<file path="src/rtl/seg_scan_ctrl_pkg.sv">
// seg_pkg: shared definitions for the multiplexed 7-segment scan controller.
//   HEX_SEG  : hex nibble -> {g,f,e,d,c,b,a} segment pattern, active-low
//   SEG_OFF  : all segments (including dp) off on the active-low bus
//   scan_state_e : scan FSM encoding
package seg_pkg;

  // Active-low segment bus value with every segment and the dp dark.
  localparam logic [7:0] SEG_OFF = 8'hFF;

  // Standard hex glyphs, bit order gfedcba, 0 = segment lit.
  localparam logic [6:0] HEX_SEG [16] = '{
    7'h40, // 0
    7'h79, // 1
    7'h24, // 2
    7'h30, // 3
    7'h19, // 4
    7'h12, // 5
    7'h02, // 6
    7'h78, // 7
    7'h00, // 8
    7'h10, // 9
    7'h08, // A
    7'h03, // b
    7'h46, // C
    7'h21, // d
    7'h06, // E
    7'h0E  // F
  };

  // OFF   : display dark, counters parked at zero
  // BLANK : first part of a digit slot, all selects off (anti-ghosting gap)
  // SHOW  : remainder of the slot, current digit driven
  typedef enum logic [1:0] {
    OFF   = 2'd0,
    BLANK = 2'd1,
    SHOW  = 2'd2
  } scan_state_e;

endpackage

</file>
<file path="src/rtl/seg_scan_ctrl_hex_decode.sv">
// seg_hex_decode: combinational hex nibble to 7-segment decoder.
//   nibble : 4-bit hex value
//   seg    : {g,f,e,d,c,b,a}, active-low
module seg_hex_decode
  import seg_pkg::*;
(
  input  logic [3:0] nibble,
  output logic [6:0] seg
);

  assign seg = HEX_SEG[nibble];

endmodule

</file>
<file path="src/rtl/seg_scan_ctrl.sv">
// seg_scan_ctrl: multiplexed common-anode 7-segment scan controller.
//
// Time-shares the segment bus over DIGITS digit selects. Every digit slot is
// DIV = CLK_FREQ/SCAN_HZ cycles long: BLANK_CYC all-off cycles followed by
// DIV-BLANK_CYC lit cycles. Display data, decimal points and the leading-zero
// suppression mask are captured into shadow registers once per frame so a
// frame never mixes old and new digits.
//
// Ports:
//   clk        : system clock
//   rst_n      : asynchronous active-low reset
//   en         : scan enable, 0 = display dark
//   lz_en      : leading-zero suppression enable (captured per frame)
//   disp_data  : hex nibbles, nibble i drives digit i (DIGITS-1 = MSD)
//   disp_dp    : decimal point per digit, 1 = lit
//   seg_sel    : digit select, active-low, one-hot-low while a digit is lit
//   seg_led    : {dp,g,f,e,d,c,b,a}, active-low
//   frame_done : one-cycle pulse when the scan wraps from the last digit to 0
module seg_scan_ctrl
  import seg_pkg::*;
#(
  parameter int CLK_FREQ  = 27_000_000,
  parameter int SCAN_HZ   = 1000,
  parameter int DIGITS    = 6,
  parameter int BLANK_CYC = 27
) (
  input  logic                clk,
  input  logic                rst_n,
  input  logic                en,
  input  logic                lz_en,
  input  logic [4*DIGITS-1:0] disp_data,
  input  logic [DIGITS-1:0]   disp_dp,
  output logic [DIGITS-1:0]   seg_sel,
  output logic [7:0]          seg_led,
  output logic                frame_done
);

  localparam int DIV   = CLK_FREQ / SCAN_HZ;
  localparam int CNT_W = (DIV > 1) ? $clog2(DIV) : 1;
  localparam int IDX_W = (DIGITS > 1) ? $clog2(DIGITS) : 1;

  localparam logic [CNT_W-1:0] CNT_LAST   = CNT_W'(DIV - 1);
  localparam logic [CNT_W-1:0] BLANK_LAST = CNT_W'(BLANK_CYC - 1);
  localparam logic [IDX_W-1:0] IDX_LAST   = IDX_W'(DIGITS - 1);

  // Elaboration-time parameter sanity.
  if (DIGITS < 1 || DIGITS > 8) begin : g_bad_digits
    $error("seg_scan_ctrl: DIGITS must be in 1..8");
  end
  if (BLANK_CYC < 1 || BLANK_CYC >= DIV - 1) begin : g_bad_blank
    $error("seg_scan_ctrl: BLANK_CYC must be in 1..DIV-2");
  end

  // --------------------------------------------------------------------------
  // Scan state
  // --------------------------------------------------------------------------
  scan_state_e         state_q, state_d;
  logic [CNT_W-1:0]    cnt_q, cnt_d;
  logic [IDX_W-1:0]    idx_q, idx_d;
  logic                snap;  // capture inputs into the shadow registers
  logic                wrap;  // last digit finishing, frame boundary

  // Shadow copy of the display inputs for the frame being shown.
  logic [4*DIGITS-1:0] data_sh;
  logic [DIGITS-1:0]   dp_sh;
  logic [DIGITS-1:0]   supp_sh;
  logic [DIGITS-1:0]   supp_d;

  always_ff @(posedge clk or negedge rst_n) begin
    if (!rst_n) begin
      state_q <= OFF;
      cnt_q   <= '0;
      idx_q   <= '0;
    end else begin
      state_q <= state_d;
      cnt_q   <= cnt_d;
      idx_q   <= idx_d;
    end
  end

  // Next-state logic. Dropping en overrides everything, including a frame
  // wrap in the same cycle, so no frame_done or snapshot happens then.
  always_comb begin
    state_d = state_q;
    cnt_d   = cnt_q;
    idx_d   = idx_q;
    snap    = 1'b0;
    wrap    = 1'b0;
    if (!en) begin
      state_d = OFF;
      cnt_d   = '0;
      idx_d   = '0;
    end else begin
      unique case (state_q)
        OFF: begin
          state_d = BLANK;
          cnt_d   = '0;
          idx_d   = '0;
          snap    = 1'b1;
        end
        BLANK: begin
          cnt_d = cnt_q + 1'b1;
          if (cnt_q == BLANK_LAST) begin
            state_d = SHOW;
          end
        end
        SHOW: begin
          if (cnt_q == CNT_LAST) begin
            state_d = BLANK;
            cnt_d   = '0;
            if (idx_q == IDX_LAST) begin
              idx_d = '0;
              wrap  = 1'b1;
              snap  = 1'b1;
            end else begin
              idx_d = idx_q + 1'b1;
            end
          end else begin
            cnt_d = cnt_q + 1'b1;
          end
        end
        default: begin
          state_d = OFF;
          cnt_d   = '0;
          idx_d   = '0;
        end
      endcase
    end
  end

  // --------------------------------------------------------------------------
  // Leading-zero mask, evaluated on the live inputs and captured with them.
  // Walking down from the MSD, a digit is suppressed while every nibble from
  // the top down to and including it is zero. Digit 0 always shows.
  // --------------------------------------------------------------------------
  logic zero_above;

  always_comb begin
    supp_d     = '0;
    zero_above = lz_en;
    for (int i = DIGITS - 1; i >= 1; i--) begin
      zero_above = zero_above & (disp_data[4*i +: 4] == 4'h0);
      supp_d[i]  = zero_above;
    end
  end

  always_ff @(posedge clk or negedge rst_n) begin
    if (!rst_n) begin
      data_sh <= '0;
      dp_sh   <= '0;
      supp_sh <= '0;
    end else if (snap) begin
      data_sh <= disp_data;
      dp_sh   <= disp_dp;
      supp_sh <= supp_d;
    end
  end

  // --------------------------------------------------------------------------
  // Output path: mux the current shadow nibble, decode, then register.
  // --------------------------------------------------------------------------
  logic [3:0]        cur_nib;
  logic [6:0]        cur_seg;
  logic [DIGITS-1:0] sel_onehot;
  logic              lit;

  assign cur_nib    = data_sh[{idx_q, 2'b00} +: 4];
  assign sel_onehot = DIGITS'(1) << idx_q;
  // en is folded in so the outputs go dark on the same edge the FSM parks.
  assign lit        = en && (state_q == SHOW) && !supp_sh[idx_q];

  seg_hex_decode u_hex_decode (
    .nibble (cur_nib),
    .seg    (cur_seg)
  );

  always_ff @(posedge clk or negedge rst_n) begin
    if (!rst_n) begin
      seg_sel    <= '1;
      seg_led    <= SEG_OFF;
      frame_done <= 1'b0;
    end else begin
      frame_done <= wrap;
      if (lit) begin
        seg_sel <= ~sel_onehot;
        seg_led <= {~dp_sh[idx_q], cur_seg};
      end else begin
        seg_sel <= '1;
        seg_led <= SEG_OFF;
      end
    end
  end

endmodule
</file>
<file path="config.mk">
export PLATFORM = sky130hd
export DESIGN_NAME = seg_scan_ctrl
export DESIGN_NICKNAME = d
export VERILOG_FILES = /design/src/rtl/seg_scan_ctrl_pkg.sv /design/src/rtl/seg_scan_ctrl_hex_decode.sv /design/src/rtl/seg_scan_ctrl.sv
export SDC_FILE = /design/constraint.sdc
export NUM_CORES = 1
export LEC_CHECK = 0
export CAP_MARGIN = 0
export CORE_MARGIN = 10
export CORE_UTILIZATION = 50
export CTS_CLUSTER_SIZE = 40
export DETAILED_ROUTE_END_ITERATION = 8
export PLACE_DENSITY_LB_ADDON = 0.1
export SYNTH_ARGS = -nofsm -noshare
export SYNTH_HDL_FRONTEND = slang
export SYNTH_HIERARCHICAL = 1
export SYNTH_SLANG_ARGS = --single-unit
</file>
<file path="constraint.sdc">
create_clock -name clk -period 3.2 [get_ports clk]
set_input_delay 0.64 -clock clk [delete_from_list [all_inputs] [get_ports clk]]
set_output_delay 0.64 -clock clk [all_outputs]
set_load 0.01 [all_outputs]
</file>
==> impl_metrics.toml, run 1 <==
[global_route]
grt_pass1_vias = 2625
antenna_found_initial = 0
grt_overflow = 0
use_met2_pct = 21.96
grt_max_degree = 40
grt_util_all_layers_pct = 14.51
grt-busiest-layer = "met2"
grt_use_met3_pct = 3.532
grt_pass1_wl_mm = 13.21
met1_usage_pct = 19.50

[timing]
grt_setup_unrepaired = "no"
fin_hold_ws_ns = 0.3467
period_minus_slack_ns = 2.865
fin_skew_ns = 0.009870
max_freq_mhz = 349.0
worst_slew_pin_slew_ns = 0.9017
finalCritPeriodShare_pct = 89.55
setup_slack_ns = 0.3345
setup_viol = 0
hold_viol = 0
slew_headroom_pct = 39.52
timing.setup.tns_ns = 0
final_max_slew_viol_count = 0

[detailed_routing]
firstDrtPassIters = 4
drt_iter0_markers = 83
vias_per_cell = 5.479
wl_mm = 7.766
ant_nets = 0
drc = 0
post_drt_wl_per_cell_um = 16.52
vias = 2575

[final_layout]
utilization_pct = 61.66
area_delta_synth_final_pct = 21.80
final_nets = 414
nFillCells = 584
n_antenna_cell = 0
multiInputGateArea_um2 = 1700
drive_above_1_share_pct = 22.91
seqCellArea_um2 = 1769

[floorplanning]
fp.coreArea_um2 = 7176
die_h_um = 105.2
fp.dieArea_um2 = 11070
pin_count = 49
initial_utilization_pct = 50.62
die_w_um = 105.2
num_rows = 31

[worst_setup_path]
path_delay_family = "multiplexers"
required_ns = 3.47
startpoint = "idx_q[0]"
max_stage_delay_ns = 0.57
worst_ep_arrival_time_ns = 3.13
crit_type = "reg2reg"
cp-end-kind = "flop"
r2r_slack_ns = 0.33
critical_path_buf_inv_count = 2
r2r.worst_path.cells = 8
startpoint_type = "flop"
slowest_stage = "dfrtp_1"
path_cells = "mux4_2 -> nand2_1 -> o21ai_0 -> inv_1 -> ha_1 -> inv_1 -> mux4_2 -> or3_1"
cp_max_fo = 8
r2r-end = "seg_led[3]"
r2r_start = "idx_q[0]"

[synth]
postSynthRegisterBits = 70
yosysWarnings = 6
ys_seq_area_share_pct = 48.71
avgSynthCellArea_um2 = 11.57
synthCells = 314
yosysTopAreaCellShare_pct = 38.58
yosys-top-cells-area = "dfrtp_1 39%, mux2_2 10%, dfstp_2 10%, ha_1 4.8%, mux2i_1 4.4%"
synthArstFlopShare_pct = 100.0
yosys_most_used_dff = "dfrtp_1"
yosys-top-cells-count = "56 x dfrtp_1, 33 x mux2_2, 19 x nand2_1, 17 x nor3_1, 16 x mux2i_1"
synth_largest_area_cell = "dfrtp_1"
syn_nets = 362
synth_most_common_cell = "dfrtp_1"
netlist_area_um2 = 3632
synth_edf_count = 0
ys_types = 45

[clock_network]
ctsRootBufferMaster = "clkbuf_8"
cts_tree = "done"
postCtsSetupBuffers = 0
cts-resized-gates = 0
cts_htree_levels = 3
cts_buffer_depth = 2
clock_latency_ns = 0.35
cts_sinks = 70
hold_buffers = 0
clk_pin_slew_ns = 0.07
cts_inserted_buffers = 9

[power_and_ir_drop]
combPwrFrac_pct = 19.5
clock_power_share_pct = 32.8
vdd_ir_drop_max_uv = 310.7
power_density_nw_per_um2 = 491.0
p_leak_nw = 1.758
swShare_pct = 27.20
sequentialPowerShare_pct = 47.7
p_int_mw = 1.581
power.switching_mw = 0.5908

[place]
gp_congestion = 0.8249
portBuffers = 48
dp_slack_ns = 0.3040
hpwlAfterDp_mm = 5.908

[worst_hold_path]
hp-class = "in2async"

[job]
drv_cap = 0

[status]
status = "finished, final reports clean"
metrics by stage:
stage                     std cells  power [mW]  cell area [um2]
after global placement          454       1.464             4225
after floorplan                 314       1.329             3632
after global routing            470       2.284             4424
after detailed placement        454       1.481             4225
final                           470       2.172             4424
after CTS                       470       2.192             4424
how the worst max path moves through the flow:
stage	cells after the start	end
after floorplan	9	seg_led[3]
after global placement	8	seg_led[3]
after detailed placement	8	seg_led[3]
after CTS	8	seg_led[3]
after global routing	7	seg_led[3]
final	8	seg_led[3]
power groups by stage:
stage          sequential [mW]  clock (mW)  combinational (mW)
2_1_floorplan             1.02           0               0.308
3_3_place_gp              1.05           0               0.411
3_5_place_dp              1.05           0               0.429
4_1_cts                   1.04       0.727               0.429
5_1_grt                   1.04       0.764               0.475
6_report                  1.04       0.713               0.424
sequential cells by signal, indices dropped and copies added (netlist names):
signal	count
state_q	2
supp_sh	5
data_sh	24
seg_sel	6
frame_done	1
seg_led	8
dp_sh	6
idx_q	3
cnt_q	15
layer usage:
metal  vias to the layer above  part of all wire [%]  wire (um)
met5                         -                     0          0
met4                         0                   1.4        110
met3                        10                   4.3        333
met2                        60                    47       3624
met1                      1262                    48       3697
li1                       1243                     -          -
layout make-up:
type / instances / area share (%)
tap: 99 / 2.800
clock inverter: 6 / 1.386
sequential: 70 / 39.99
clock buffer: 10 / 3.111
inverter: 13 / 1.103
multi-input combinational: 213 / 38.43
timing repair buffer: 59 / 13.18
worst register-to-register path: stages (launching register included):
cell and delay, ns:
dfrtp_1 0.57, mux4_2 0.56, nand2_1 0.07, o21ai_0 0.27
inv_1 0.25, ha_1 0.19, inv_1 0.06, mux4_2 0.45
or3_1 0.37
cells by family (layout without fill, tap and decap cells):
group | after synthesis | count (layout) | synth area share, %
multiplexers | 55 | 55 | 18.36
buffers and inverters | 31 | 88 | 4.478
adder cells (fa/ha/maj) | 14 | 14 | 4.823
AND/OR/NAND/NOR | 106 | 106 | 15.95
flip-flops | 70 | 70 | 48.71
AO/OA/AOI/OAI | 26 | 26 | 4.789
XOR/XNOR | 12 | 12 | 2.894
cells in the final DEF (no fill, tap or decap), drive strengths merged, types with 3 or more instances in the layout:
cell type and instances:
nor2 10, a21oi 4, nor3 17, clkdlybuf4s50 47, xnor2 9, dfstp 14
clkinv 5, nor4 13, clkbuf 10, ha 14, or3 9, inv 12
xor2 3, mux2 33, nand2 19, nand3 12, or4 3, o21ai 10
nand4 8, nand2b 3, mux2i 16, buf 12, dfrtp 56, and2 3
mux4 6, a31oi 3
(Power assumes the default switching activity.)
==> run 2, diff against run 1 <==
- CORE_ASPECT_RATIO: unset -> 0.75
- CORE_UTILIZATION: 50 -> 59
- clock period: 3.2 -> 3.67 ns (I/O delays scaled with it)
==> impl_metrics.toml, run 2 (synthesized netlist as in run 1, its figures left out) <==
[status]
status = "finished, final reports clean"

[final_layout]
n_antenna_cell = 0
area_delta_synth_final_pct = 19.60
final_nets = 409
largest_reg_flops = 24
seqCellArea_um2 = 1769
nFillCells = 414
layout_common_cells = "56 x dfrtp_1, 47 x clkdlybuf4s50_1, 33 x mux2_2"
regMostFlops = "data_sh"
top_regs = "data_sh (24), cnt_q (15), seg_led (8)"
layout_commonest_cell = "dfrtp_1"
multiInputGateArea_um2 = 1700
drive_above_1_share_pct = 21.86

[detailed_routing]
vias = 2578
drt_iter0_markers = 147
ant_nets = 0
post_drt_wl_per_cell_um = 17.43
wl_mm = 7.737
drc = 0
vias_per_cell = 5.806
firstDrtPassIters = 4

[clock_network]
hold_buffers = 0
cts_buffer_depth = 2
cts_htree_levels = 3
ctsRootBufferMaster = "clkbuf_8"
postCtsSetupBuffers = 0
cts-resized-gates = 0
clock_latency_ns = 0.36
clk_pin_slew_ns = 0.08
cts_sinks = 70
cts_tree = "done"
cts_inserted_buffers = 9

[floorplanning]
pin_count = 49
die_h_um = 87.95
initial_utilization_pct = 61.71
fp.dieArea_um2 = 9727
num_rows = 24
fp.coreArea_um2 = 5886
die_w_um = 110.6

[global_route]
grt_max_degree = 39
grt_util_all_layers_pct = 16.70
antenna_found_initial = 0
grt_use_met3_pct = 5.464
grt-busiest-layer = "met2"
grt_overflow = 0
grt_pass1_vias = 2596
grt_pass1_wl_mm = 13.21
use_met2_pct = 24.41
met1_usage_pct = 22.50

[place]
dp_slack_ns = 0.7003
gp_congestion = 0.8791
portBuffers = 48
hpwlAfterDp_mm = 5.783

[power_and_ir_drop]
swShare_pct = 27.42
combPwrFrac_pct = 19.1
power_density_nw_per_um2 = 436.4
p_leak_nw = 1.716
p_int_mw = 1.376
vdd_ir_drop_max_uv = 315.6
sequentialPowerShare_pct = 47.2
clock_power_share_pct = 33.7
power.switching_mw = 0.5199

[worst_setup_path]
max_stage_delay_ns = 0.70
crit_type = "reg2reg"
cp_max_fo = 10
startpoint_type = "flop"
slowest_stage = "dfrtp_1"
worst_ep_arrival_time_ns = 3.23
path_cells = "mux4_2 -> nand2_1 -> o21ai_0 -> inv_1 -> ha_1 -> inv_1 -> mux4_2 -> or3_1"
required_ns = 3.94
cp-end-kind = "flop"

[timing]
worst_slew_pin_slew_ns = 1.160
fin_skew_ns = 0.009069
final_max_slew_viol_count = 0
timing.setup.tns_ns = 0
setup_slack_ns = 0.7150
finalCritPeriodShare_pct = 80.52
grt_setup_unrepaired = "no"
slew_headroom_pct = 21.83
period_minus_slack_ns = 2.955
setup_viol = 0
max_freq_mhz = 338.4
hold_viol = 0

[worst_hold_path]
hp-class = "in2async"

[job]
drv_cap = 0
==> run 2: changes by cell type in the layout (fill, tap and decap cells not counted) <==
cell and change:
buf_4 -3, clkinv_2 -3, buf_12 -2, inv_6 +1, clkinvlp_4 +2
==> run 2: path summary, 6_finish.rpt <==
path | cells past startpoint | endpoint | slack [ns] | start
worst max-delay path | 8 | seg_led[3] | 0.71 | idx_q[0]
worst min-delay path | 1 | data_sh[23] | 0.47 | rst_n
worst max register to register | 8 | seg_led[3] | 0.71 | idx_q[0]
worst min register to register | 1 | cnt_q[0] | 0.51 | cnt_q[0]
max in group asynchronous | 2 | seg_sel[1] | 2.25 | rst_n
min in group clk | 1 | cnt_q[0] | 0.51 | cnt_q[0]
==> run 2: worst max-delay path, delay by kind of cell (launching register included) <==
family | cells | cell delay (ns)
AOI/OAI and AO/OA | 1 | 0.28
adders and majority gates | 1 | 0.16
buffers and inverters | 2 | 0.28
DFF | 1 | 0.70
muxes | 2 | 1.01
and+or+nand+nor | 2 | 0.45
==> run 2: routing by layer <==
metal  vias up  routed length (um)
li1       1237                   -
met1      1260                3799
met2        68                3343
met3        13                 478
met4         0                 116
met5         -                   0
==> run 2: cell type report <==
type / count / area share, %
repair buffers: 54 / 11.98
multi-input cells: 213 / 39.14
clock buffers: 10 / 3.168
well taps: 78 / 2.247
clock inverters: 6 / 1.613
flip-flops and latches: 70 / 40.73
inverters: 13 / 1.123
==> run 2: power groups by stage <==
stage                     Sequential [mW]  Combinational [mW]  Clock, mW
after floorplan                     0.890               0.268          0
after global placement              0.905               0.349          0
after detailed placement            0.908               0.364          0
after CTS                           0.895               0.365      0.651
after global routing                0.905               0.402      0.686
final                               0.894               0.362      0.640
==> run 2: per-stage QoR <==
stage / area (um2) / hold slack (ns) / std cells / power [mW] / utilization (%)
6_report: 4344 / 0.4653 / 444 / 1.896 / 73.81
5_1_grt: 4344 / 0.5308 / 444 / 1.993 / 73.81
4_1_cts: 4344 / 0.4877 / 444 / 1.911 / 73.81
3_5_place_dp: 4136 / 0.4946 / 428 / 1.271 / 70.28
3_3_place_gp: 4136 / 0.4844 / 428 / 1.254 / 70.28
2_1_floorplan: 3632 / 0.4384 / 314 / 1.159 / -
==> run 3, diff against run 2 <==
- CORE_UTILIZATION: 59 -> 55
- clock period: 3.67 -> 2.97 ns (I/O delays scaled with it)
==> impl_metrics.toml, run 3 (synthesized netlist as in run 1, its figures left out) <==
[worst_hold_path]
hp-class = "in2async"

[timing]
max_freq_mhz = 366.7
finalCritPeriodShare_pct = 91.81
slew_headroom_pct = 43.85
period_minus_slack_ns = 2.727
worst_slew_pin_slew_ns = 0.8335
grt_setup_unrepaired = "no"
fin_hold_ws_ns = 0.2749
hold_viol = 0
fin_skew_ns = 0.006726
timing.setup.tns_ns = 0
setup_viol = 0
final_max_slew_viol_count = 0

[global_route]
grt_max_degree = 43
grt_util_all_layers_pct = 15.99
grt_overflow = 0
antenna_found_initial = 0
grt_pass1_wl_mm = 13.52
grt_pass1_vias = 2600

[clock_network]
hold_buffers = 0
clk_pin_slew_ns = 0.07
cts-resized-gates = 0
postCtsSetupBuffers = 0
cts_htree_levels = 3
clock_latency_ns = 0.35
cts_buffer_depth = 2
cts_inserted_buffers = 9
cts_sinks = 70
cts_tree = "done"
ctsRootBufferMaster = "clkbuf_8"

[power_and_ir_drop]
swShare_pct = 26.98
power_density_nw_per_um2 = 531.3
clock_power_share_pct = 32.6
sequentialPowerShare_pct = 47.5
vdd_ir_drop_max_uv = 384.3
combPwrFrac_pct = 19.9
p_leak_nw = 1.757
power.switching_mw = 0.6308
p_int_mw = 1.708

[worst_setup_path]
path_cells = "nand2b_1 -> o21ai_0 -> inv_1 -> ha_1 -> inv_1 -> mux4_2 -> or3_1"
crit_type = "reg2reg"
required_ns = 3.24
max_stage_delay_ns = 0.50
slowest_stage = "dfrtp_1"
cp_max_fo = 8
cp_common_cell = "inv_1"
worst_ep_arrival_time_ns = 3.00
cp-end-kind = "flop"
startpoint_type = "flop"

[final_layout]
n_antenna_cell = 0
utilization_pct = 69.32
nFillCells = 465
layout_common_cells = "56 x dfrtp_1, 47 x clkdlybuf4s50_1, 33 x mux2_2"
final_nets = 414
multiInputGateArea_um2 = 1700
final_area_um2 = 4402
layout_commonest_cell = "dfrtp_1"
seqCellArea_um2 = 1769
area_delta_synth_final_pct = 21.18
drive_above_1_share_pct = 22.91
top_regs = "data_sh (24), cnt_q (15), seg_led (8)"
largest_reg_flops = 24
regMostFlops = "data_sh"

[floorplanning]
die_h_um = 90.38
die_w_um = 113.8
fp.dieArea_um2 = 10290
fp.coreArea_um2 = 6350
pin_count = 49
num_rows = 25
initial_utilization_pct = 57.20

[place]
gp_congestion = 0.9046
placed_area_um2 = 4203
hpwlAfterDp_mm = 5.925
portBuffers = 48

[detailed_routing]
wl_mm = 7.939
ant_nets = 0
drt_iter0_markers = 176
post_drt_wl_per_cell_um = 17.56
vias = 2599
vias_per_cell = 5.750
firstDrtPassIters = 4
drc = 0

[status]
status = "finished, final reports clean"

[job]
drv_cap = 0
## run 3: changes by cell type in the layout (fill, tap and decap cells not counted), moves of 2 or more
cell / previous run / this run
clkinv_2: 0 / 3
buf_4: 6 / 9
buf_12: 0 / 2
clkinvlp_4: 3 / 1
## run 3: area by class of cell
class | count | share of cell area [%]
flip-flops and latches | 70 | 40.19
multi-input cells | 213 | 38.63
repair buffers | 59 | 13.25
clock buffers | 10 | 3.127
well taps | 81 | 2.302
clock inverters | 6 | 1.393
inverters | 13 | 1.109
## run 3: critical path: cells and delay by family (launching register included)
family                     cells  cell delay (ns)
AOI/OAI and AO/OA              1             0.50
adders and majority gates      1             0.32
buffers and inverters          2             0.24
DFF                            1             0.50
muxes                          1             0.44
and+or+nand+nor                2             0.66
## run 3: final timing paths
path	startpoint	endpoint	slack, ns	cells past startpoint
worst max-delay path	idx_q[1]	seg_led[3]	0.24	7
worst min-delay path	rst_n	data_sh[2]	0.27	1
worst max register to register	idx_q[1]	seg_led[3]	0.24	7
worst min register to register	cnt_q[0]	cnt_q[0]	0.50	1
max in group asynchronous	rst_n	cnt_q[10]	2.06	2
min in group clk	cnt_q[0]	cnt_q[0]	0.50	1
## run 3: per-layer routing
layer  GRT usage (%)  vias to the layer above  wire [um]
li1                -                     1248          -
met5               0                        -          0
met3           6.507                       10        586
met1           23.23                     1258       3969
met2           21.76                       83       3307
met4           2.917                        0         74
## run 3: power by group through the flow
stage	Sequential [mW]	Combinational, mW	Clock [mW]
floorplan	1.10	0.332	0
global route	1.12	0.512	0.826
global placement	1.13	0.451	0
detailed placement	1.13	0.465	0
CTS	1.11	0.467	0.783
finish	1.11	0.466	0.762
## run 3: metrics by stage
step | power (mW) | setup slack [ns] | instances
global placement | 1.580 | 0.4007 | 436
global route | 2.458 | 0.09877 | 452
finish | 2.338 | 0.2431 | 452
floorplan | 1.433 | 0.1052 | 314
CTS | 2.360 | 0.3101 | 452
detailed placement | 1.592 | 0.3178 | 436
